==> src/rtl/cskip_adder_pipe.sv <==
// Pipelined carry-skip adder/subtractor with a valid/ready handshake.
// Operands are split into BLK-bit skip blocks; each pipeline stage resolves
// BPS blocks, and a single carry bit is registered between stages.
// Ports:
//   clk, rst_n          clock, synchronous active-low reset
//   flush               clears every in-flight beat on the next edge
//   in_valid/in_ready   operand handshake (in_ready is combinational)
//   in_a, in_b          operands
//   in_cin              carry-in for add; ignored when subtracting
//   in_sub              1: A-B, 0: A+B+cin
//   out_valid/out_ready result handshake
//   out_sum, out_cout   result and carry-out (cout=1 means no borrow on sub)
//   out_ovf             two's-complement signed overflow
//   out_skip_cnt        number of blocks whose block-propagate was 1
module cskip_adder_pipe #(
    parameter int unsigned WIDTH = 32,
    parameter int unsigned BLK   = 4,
    parameter int unsigned BPS   = 2,
    parameter int unsigned SCW   = $clog2(WIDTH / BLK + 1)
) (
    input  logic             clk,
    input  logic             rst_n,
    input  logic             flush,
    input  logic             in_valid,
    output logic             in_ready,
    input  logic [WIDTH-1:0] in_a,
    input  logic [WIDTH-1:0] in_b,
    input  logic             in_cin,
    input  logic             in_sub,
    output logic             out_valid,
    input  logic             out_ready,
    output logic [WIDTH-1:0] out_sum,
    output logic             out_cout,
    output logic             out_ovf,
    output logic [SCW-1:0]   out_skip_cnt
);

    localparam int unsigned STG_W  = BLK * BPS;
    localparam int unsigned STAGES = WIDTH / STG_W;

    // Reject geometries that cannot be tiled into whole stages.
    if ((BLK < 1) || (BPS < 1) || ((WIDTH % STG_W) != 0)) begin : g_bad_geometry
        $error("cskip_adder_pipe: WIDTH must be a multiple of BLK*BPS and BLK >= 1");
    end

    // One beat in flight. a/b hold the operand bits not yet consumed (LSB
    // aligned); sum fills from the top as each stage shifts its slice in.
    typedef struct packed {
        logic             valid;
        logic             carry;
        logic             ovf;
        logic [SCW-1:0]   skip;
        logic             a_msb;
        logic             b_msb;
        logic [WIDTH-1:0] sum;
        logic [WIDTH-1:0] a;
        logic [WIDTH-1:0] b;
    } stage_t;

    logic   adv;
    stage_t in_d;
    stage_t in_q;
    stage_t last;

    // Whole pipeline moves only when the output slot is free or being taken.
    assign adv      = out_ready || !out_valid;
    assign in_ready = adv && !flush;

    // Capture effective operands: subtraction is A + ~B + 1.
    always_comb begin : capture
        in_d       = '0;
        in_d.valid = in_valid;
        in_d.carry = in_sub ? 1'b1 : in_cin;
        in_d.a     = in_a;
        in_d.b     = in_sub ? ~in_b : in_b;
        in_d.a_msb = in_a[WIDTH-1];
        in_d.b_msb = in_d.b[WIDTH-1];
    end

    // Operand capture register.
    always_ff @(posedge clk) begin
        if (!rst_n) begin
            in_q <= '0;
        end else if (flush) begin
            in_q.valid <= 1'b0;
        end else if (adv) begin
            in_q <= in_d;
        end
    end

    for (genvar k = 0; k < STAGES; k++) begin : g_stage
        stage_t src;
        stage_t nxt;
        stage_t q_q;

        if (k == 0) begin : g_first
            assign src = in_q;
        end else begin : g_rest
            assign src = g_stage[k-1].q_q;
        end

        // Resolve BPS skip blocks: ripple inside each block, bypass the
        // block's carry-in whenever every bit of the block propagates.
        always_comb begin : resolve
            logic [STG_W-1:0] sa;
            logic [STG_W-1:0] sb;
            logic [STG_W-1:0] ss;
            logic [WIDTH-1:0] sum_n;
            logic [SCW-1:0]   cnt;
            logic             c;
            logic             rc;
            logic             bc;
            logic             p;
            logic             x;

            sa    = src.a[STG_W-1:0];
            sb    = src.b[STG_W-1:0];
            ss    = '0;
            cnt   = src.skip;
            c     = src.carry;
            rc    = 1'b0;
            bc    = 1'b0;
            p     = 1'b0;
            x     = 1'b0;
            for (int unsigned j = 0; j < BPS; j++) begin
                bc = c;
                rc = c;
                p  = 1'b1;
                for (int unsigned i = 0; i < BLK; i++) begin
                    x                = sa[j*BLK+i] ^ sb[j*BLK+i];
                    ss[j*BLK+i]      = x ^ rc;
                    rc               = (sa[j*BLK+i] & sb[j*BLK+i]) | (rc & x);
                    p                = p & x;
                end
                c   = p ? bc : rc;
                cnt = cnt + SCW'(p);
            end
            sum_n = (src.sum >> STG_W) | (WIDTH'(ss) << (WIDTH - STG_W));

            nxt       = src;
            nxt.carry = c;
            nxt.skip  = cnt;
            nxt.sum   = sum_n;
            nxt.a     = src.a >> STG_W;
            nxt.b     = src.b >> STG_W;
            nxt.ovf   = (src.a_msb == src.b_msb) && (sum_n[WIDTH-1] != src.a_msb);
        end

        // Stage register.
        always_ff @(posedge clk) begin
            if (!rst_n) begin
                q_q <= '0;
            end else if (flush) begin
                q_q.valid <= 1'b0;
            end else if (adv) begin
                q_q <= nxt;
            end
        end
    end

    assign last         = g_stage[STAGES-1].q_q;
    assign out_valid    = last.valid;
    assign out_sum      = last.sum;
    assign out_cout     = last.carry;
    assign out_ovf      = last.ovf;
    assign out_skip_cnt = last.skip;

    // Operand bits are fully consumed by the final stage.
    logic unused_tail;
    assign unused_tail = ^{last.a, last.b, last.a_msb, last.b_msb};

endmodule

==> config.mk <==
export PLATFORM = sky130hd
export DESIGN_NAME = cskip_adder_pipe
export DESIGN_NICKNAME = d
export VERILOG_FILES = /design/src/rtl/cskip_adder_pipe.sv
export SDC_FILE = /design/constraint.sdc
export NUM_CORES = 1
export LEC_CHECK = 0
export CORE_MARGIN = 2
export CORE_UTILIZATION = 35
export DETAILED_ROUTE_END_ITERATION = 16
export PLACE_DENSITY = 0.51
export SYNTH_ARGS = -nofsm -noshare
export SYNTH_HDL_FRONTEND = slang
export SYNTH_SLANG_ARGS = --single-unit
==> constraint.sdc <==
create_clock -name clk -period 9 [get_ports clk]
set_clock_uncertainty 0.15 [all_clocks]
set_input_delay 0.9 -clock clk [delete_from_list [all_inputs] [get_ports clk]]
set_output_delay 0.9 -clock clk [all_outputs]
set_load 0.03 [all_outputs]
==> results.yml, run 1 <==
global_routing:
  overflow: 0
  grt_use_total: 0.144
  antenna_found_initial: 0
  grt_pass1_wl_microns: 40200
  busiest_layer: "met2"
  grtUsageMet3: 0.0218
  met1_usage: 0.209
  grt_max_degree: 150
  grt_pass1_vias: 7557
  grt_use_met2: 0.224
logic_synthesis:
  synthAdderAreaFrac: 0.100
  synth_nets: 1400
  yosysMostFrequentCell: "nand2_1"
  yosysSeqAreaShare: 0.460
  synth-main-ff-cell: "dfxtp_1"
  synth_area_leaders: "dfxtp_1 (46%), nand2_1 (15%), a21boi_1 (10%)"
  synth_area_leader_cell: "dfxtp_1"
  syn_inst: 1258
  synth_compound_area_frac: 0.182
  synth_xor_area_frac: 0.0274
  synth-simple-area-share: 0.162
  netlist_top_cells_count: "nand2_1 (467), dfxtp_1 (264), a21boi_1 (155), a21boi_0 (56), o211a_1 (45)"
  synth_top_area_frac: 0.460
  syn_area_sq_um: 11500
  yosysWarnings: 0
  yosysUniqueCellTypes: 29
  synth-async-reset-ratio: 0
  synth_area_per_cell_sq_um: 9.14
  synth.area.mux_share: 0.00729
  synth_top_family_by_area: "compound AO/OA/AOI/OAI gates"
  ys_ff_latch: 264
  synth_edf_count: 0
floorplanning:
  core_area_sq_um: 32500
  dieArea_sq_um: 34300
  row_count: 66
  initial_utilization: 0.354
  die_x_microns: 185
  io_pins: 111
  fp.dieH_microns: 185
hold_path:
  min_path_type: "reg -> reg"
  min-delay-start: "g_stage[1].q_q[43]$_SDFFE_PN0P_"
timing:
  period_share: 0.534
  min_period_ns: 4.81
  rsz0062_at_grt: "false"
  drv_slew: 0
  slew-limit-headroom: 0.311
  setup_viol: 0
  max_freq_ghz: 0.208
  fin_setup_tns_ns: 0
  hold_viol_final: 0
  tightest_slew_ns: 1.03
worst_setup_path:
  slowest_delay_ns: 0.79
  endpoint_kind: "output port"
  cp_slowest_cell: "or2_4"
  rr_startpoint: "g_stage[2].q_q[0]$_SDFFE_PN0P_"
  critPathMaxFanout: 104
  critical_path.top_delay_family: "buffers and inverters"
  critPathBufInv: 3
  arrival_ns: 3.76
  crit_chain: "clkdlybuf4s50_1, nor2b_1, or2_4, inv_8, clkdlybuf4s50_1"
  crit_top_cell: "clkdlybuf4s50_1"
  startpoint: "out_ready"
  cp.required_ns: 7.95
  cp-start-kind: "input pin"
  timing.setup.critical_path_class: "in -> out"
placement:
  dp_hpwl_microns: 15600
  io_buffers: 110
  globalplace.congestion: 0.723
clock_network:
  hold_buffers: 0
  clock_path_buffers: 3
  cts.htree.levels: 1
  cts_setup_buffers: 0
  clkTransAtPathRegs_ns: 0.06
  tritoncts: "built"
  clk_latency_ns: 0.54
  cts_buffers: 30
  ctsResizeCount: 0
  root_buffer: "clkbuf_16"
  clock_sinks: 264
drt:
  finalWirelength_microns: 24600
  routed_via_density: 4.52
  vias: 8054
  ant_nets: 0
  first_pass_iters: 4
  drc: 0
  drt_iter0_drc: 425
  drt-wirelength-per-cell_microns: 13.8
finish:
  n_fill_cell: 3331
  antenna_cells: 0
  area_delta_synth_final_pct: 18.7
  nets: 1456
  drive_above_1_share: 0.0456
power_and_ir_drop:
  power.total_uw: 2690
  p_per_area_nw_per_um2: 197
  ir_drop_mv: 0.157
  leakage_uw: 0.00550
job:
  cap_violations: 0
outcome:
  outcome: "complete, no violations"
[final timing paths]
path	to	slack (ns)	cells after the start
setup / recovery	in_ready	4.19	5
hold / removal	g_stage[2].q_q[35]$_SDFFE_PN0P_	0.29	2
setup reg to reg	out_ovf$_SDFFE_PN0P_	4.43	15
hold reg to reg	g_stage[2].q_q[35]$_SDFFE_PN0P_	0.29	2
[report_power, final]
part / total [uW] / switching [uW] / internal, uW
sequential: 1240 / 29.5 / 1210
combinational: 200 / 107 / 93.1
clock: 1250 / 482 / 763
total: 2690 / 619 / 2070
[tightest hold or removal path: stages (launching register included)]
cell and delay (ns):
dfxtp_1 0.31, nand2_1 0.05, a21boi_1 0.05
[cell families after synthesis]
kind of cell	count (synthesis)
and+or+nand+nor	487
AOI/OAI and AO/OA	265
DFF	264
buffers and inverters	127
adders and majority gates	71
xor gates and xnor gates	36
muxes	8
[cell type report]
type                            count  area [sq um]  share of cell area
Timing Repair Buffer              115          1130              0.0832
Tap cell                          442           553              0.0405
Clock inverter                     12           138              0.0101
Inverter                           36           143              0.0105
Sequential cell                   264          5290               0.387
Clock buffer                       44           885              0.0648
Multi-Input combinational cell    867          5510               0.404
[per-stage QoR]
stage,worst slack [ns],hold slack [ns],instance area [sq um],instances,util
4_1_cts,4.19,0.302,13600,1780,0.421
3_3_place_gp,4.21,0.288,12600,1724,0.389
3_5_place_dp,4.19,0.295,12600,1724,0.389
6_report,4.19,0.294,13600,1780,0.421
2_1_floorplan,4.65,0.281,11500,1258,-
5_1_grt,4.01,0.310,13600,1780,0.421
[flip-flops by register name (all words and copies together), names as in the netlist]
register            flops
out_valid               1
out_cout                1
out_sum                32
g_stage.q_q           159
out_skip_cnt            4
g_stage.resolve.sa      8
g_stage.nxt            49
g_stage.src             1
out_ovf                 1
g_stage.resolve.sb      8
[layout by cell type (no fill, tap or decap), types with 2 or more instances in the layout]
cell             synthesis  layout
a21boi_0                56      56
a21boi_1               155     155
a21oi_1                  2       2
buf_4                   10       5
bufinv_16                0       3
clkbuf_1                34       7
clkbuf_16                0      31
clkbuf_8                 0       6
clkdlybuf4s50_1          0     108
clkinv_2                 0       8
dfxtp_1                264     264
fa_1                    35      35
ha_1                    36      36
inv_1                   35      35
mux2_2                   3       3
mux2i_1                  5       5
nand2_1                467     467
nand4_1                  8       8
nor2_1                   6       6
o211a_1                 45      45
o211ai_1                 3       3
o21ai_0                  3       3
xnor2_1                 35      35
[per-layer routing]
| metal | vias to the layer above | part of all wire |
|---|---|---|
| met5 | - | 0 |
| met4 | 0 | 0.017 |
| met3 | 27 | 0.034 |
| met2 | 102 | 0.43 |
| met1 | 3748 | 0.52 |
| li1 | 4177 | - |
No activity file was read; power rests on OpenSTA's default activity.
==> inputs of run 2 (changes only) <==
- clock period: 9 -> 4.8 ns (I/O delays scaled with it)
==> run 2 against run 1 <==
  * Register-to-register slack worse by 4.2 ns
  * Die area stayed put
  * Hold slack better by 0.0030 ns
  * Sequential share of layout area is 0.071 points higher
  * Combinational power is 88% higher
==> results.yml, run 2 (synthesis gave the netlist of run 1 again) <==
finish:
  final_util: 0.420
  nets: 1456
  largest-register: "g_stage.q_q"
  drive_above_1_share: 0.0419
  n_fill_cell: 3309
  antenna_cells: 0
  mostFrequentLayoutCell: "nand2_1"
  largest_register_ffs: 159
  area_delta_synth_final_pct: 18.5
  final_cell_mix: "nand2_1 (467), dfxtp_1 (264), a21boi_1 (156)"
worst_setup_path:
  critPathBufInv: 3
  cp.required_ns: 5.12
  critical_path.top_delay_family: "adder cells"
  worstReg2RegEnd: "out_ovf$_SDFFE_PN0P_"
  endpoint_kind: "flop"
  r2r_cells: 15
  crit_top_cell: "fa_1"
  rr_startpoint: "g_stage[2].q_q[0]$_SDFFE_PN0P_"
  arrival_ns: 4.92
  cp-start-kind: "flop"
  cp_slowest_cell: "fa_1"
  crit_chain: "inv_1, fa_1, inv_1, fa_1, fa_1, fa_1, mux2_2, fa_1, fa_2, fa_1, inv_1, fa_1, xor2_1, or3_1, a21boi_1"
  reg2reg_slack_ns: 0.20
  slowest_delay_ns: 0.46
  timing.setup.critical_path_class: "reg -> reg"
  critPathMaxFanout: 3
drt:
  drt_iter0_drc: 464
  vias: 8065
  ant_nets: 0
  finalWirelength_microns: 24300
  routed_via_density: 4.53
  first_pass_iters: 4
  drt-wirelength-per-cell_microns: 13.7
  drc: 0
power_and_ir_drop:
  ir_drop_mv: 0.236
  p_per_area_nw_per_um2: 360
  leakage_uw: 0.00548
timing:
  drv_slew: 0
  period_share: 0.958
  fin_setup_tns_ns: 0
  tightest_slew_ns: 1.06
  min_period_ns: 4.60
  hold_viol_final: 0
  max_freq_ghz: 0.218
  rsz0062_at_grt: "false"
  slew-limit-headroom: 0.295
  setup_viol: 0
placement:
  globalplace.congestion: 0.744
  io_buffers: 110
  dp_hpwl_microns: 15500
hold_path:
  hold_end: "g_stage[2].q_q[73]$_SDFFE_PN0P_"
  min_path_type: "reg -> reg"
  whs_path_depth: 2
  min-delay-start: "g_stage[1].q_q[81]$_SDFFE_PN0P_"
global_routing:
  grtUsageMet3: 0.0218
  grt_pass1_vias: 7862
  grt_max_degree: 215
  overflow: 0
  grt_pass1_wl_microns: 40300
  busiest_layer: "met2"
  met1_usage: 0.202
  antenna_found_initial: 0
  grt_use_total: 0.143
  grt_use_met2: 0.230
clock_network:
  clkTransAtPathRegs_ns: 0.06
  clk_latency_ns: 0.55
  cts_buffers: 30
  cts.htree.levels: 1
  root_buffer: "clkbuf_16"
  clock_sinks: 264
  clock_path_buffers: 3
  tritoncts: "built"
floorplanning:
  dieArea_sq_um: 34300
  row_count: 66
  fp.dieH_microns: 185
  io_pins: 111
  die_x_microns: 185
  core_area_sq_um: 32500
  initial_utilization: 0.354
job:
  cap_violations: 0
outcome:
  outcome: "complete, no violations"
[run 2: routing by layer]
metal,vias up,part of all wire
li1,4168,-
met1,3755,0.51
met2,105,0.43
met3,37,0.032
met4,0,0.020
met5,-,0
[run 2: how the worst max path moves through the flow]
stage / from / end / slack (ns) / depth (start not counted)
after detailed placement: g_stage[2].q_q[0]$_SDFFE_PN0P_ / out_ovf$_SDFFE_PN0P_ / 0.18 / 15
after global routing: g_stage[2].q_q[0]$_SDFFE_PN0P_ / out_ovf$_SDFFE_PN0P_ / 0.01 / 15
after floorplan: g_stage[2].q_q[0]$_SDFFE_PN0P_ / out_ovf$_SDFFE_PN0P_ / 0.45 / 15
final: g_stage[2].q_q[0]$_SDFFE_PN0P_ / out_ovf$_SDFFE_PN0P_ / 0.20 / 15
after CTS: g_stage[2].q_q[32]$_SDFFE_PN0P_ / out_ovf$_SDFFE_PN0P_ / 0.14 / 15
after global placement: g_stage[2].q_q[0]$_SDFFE_PN0P_ / out_ovf$_SDFFE_PN0P_ / 0.31 / 15
[run 2: worst register-to-register path, stage by stage (launching register included)]
cell	delay, ns
dfxtp_1	0.32
inv_1	0.09
fa_1	0.19
inv_1	0.05
fa_1	0.38
fa_1	0.39
fa_1	0.38
mux2_2	0.31
fa_1	0.39
fa_2	0.36
fa_1	0.37
inv_1	0.09
fa_1	0.46
xor2_1	0.15
or3_1	0.30
a21boi_1	0.14
[run 2: through the flow]
stage	power (uW)	setup WS [ns]	std cells	hold WS (ns)	cell area [sq um]
floorplan	2630	0.448	1258	0.281	11500
global placement	2760	0.314	1724	0.290	12700
detailed placement	2760	0.177	1724	0.294	12700
CTS	4980	0.139	1779	0.302	13600
global route	5110	0.00951	1779	0.314	13600
finish	4900	0.204	1779	0.297	13600
[run 2: layout make-up]
class / count / area, sq um / share of cell area
clock buffers: 51 / 931 / 0.0683
clock inverters: 4 / 26.3 / 0.00193
inverters: 36 / 143 / 0.0105
multi-input cells: 867 / 5510 / 0.405
flip-flops and latches: 264 / 5290 / 0.388
well taps: 442 / 553 / 0.0406
repair buffers: 115 / 1170 / 0.0861
[run 2: power by group]
part           total (uW)  internal (uW)  leakage, uW  switching, uW
logic                 377            177      0.00286            200
clock network        2190           1310     0.000471            887
registers            2330           2270      0.00215           53.0
[run 2: repair_timing]
action	4_1_cts	5_1_grt
gates resized for setup	0	2
buffers inserted	0	0
hold endpoints to repair	0	0
hold buffers	0	0
endpoints found under the setup margin	0	1
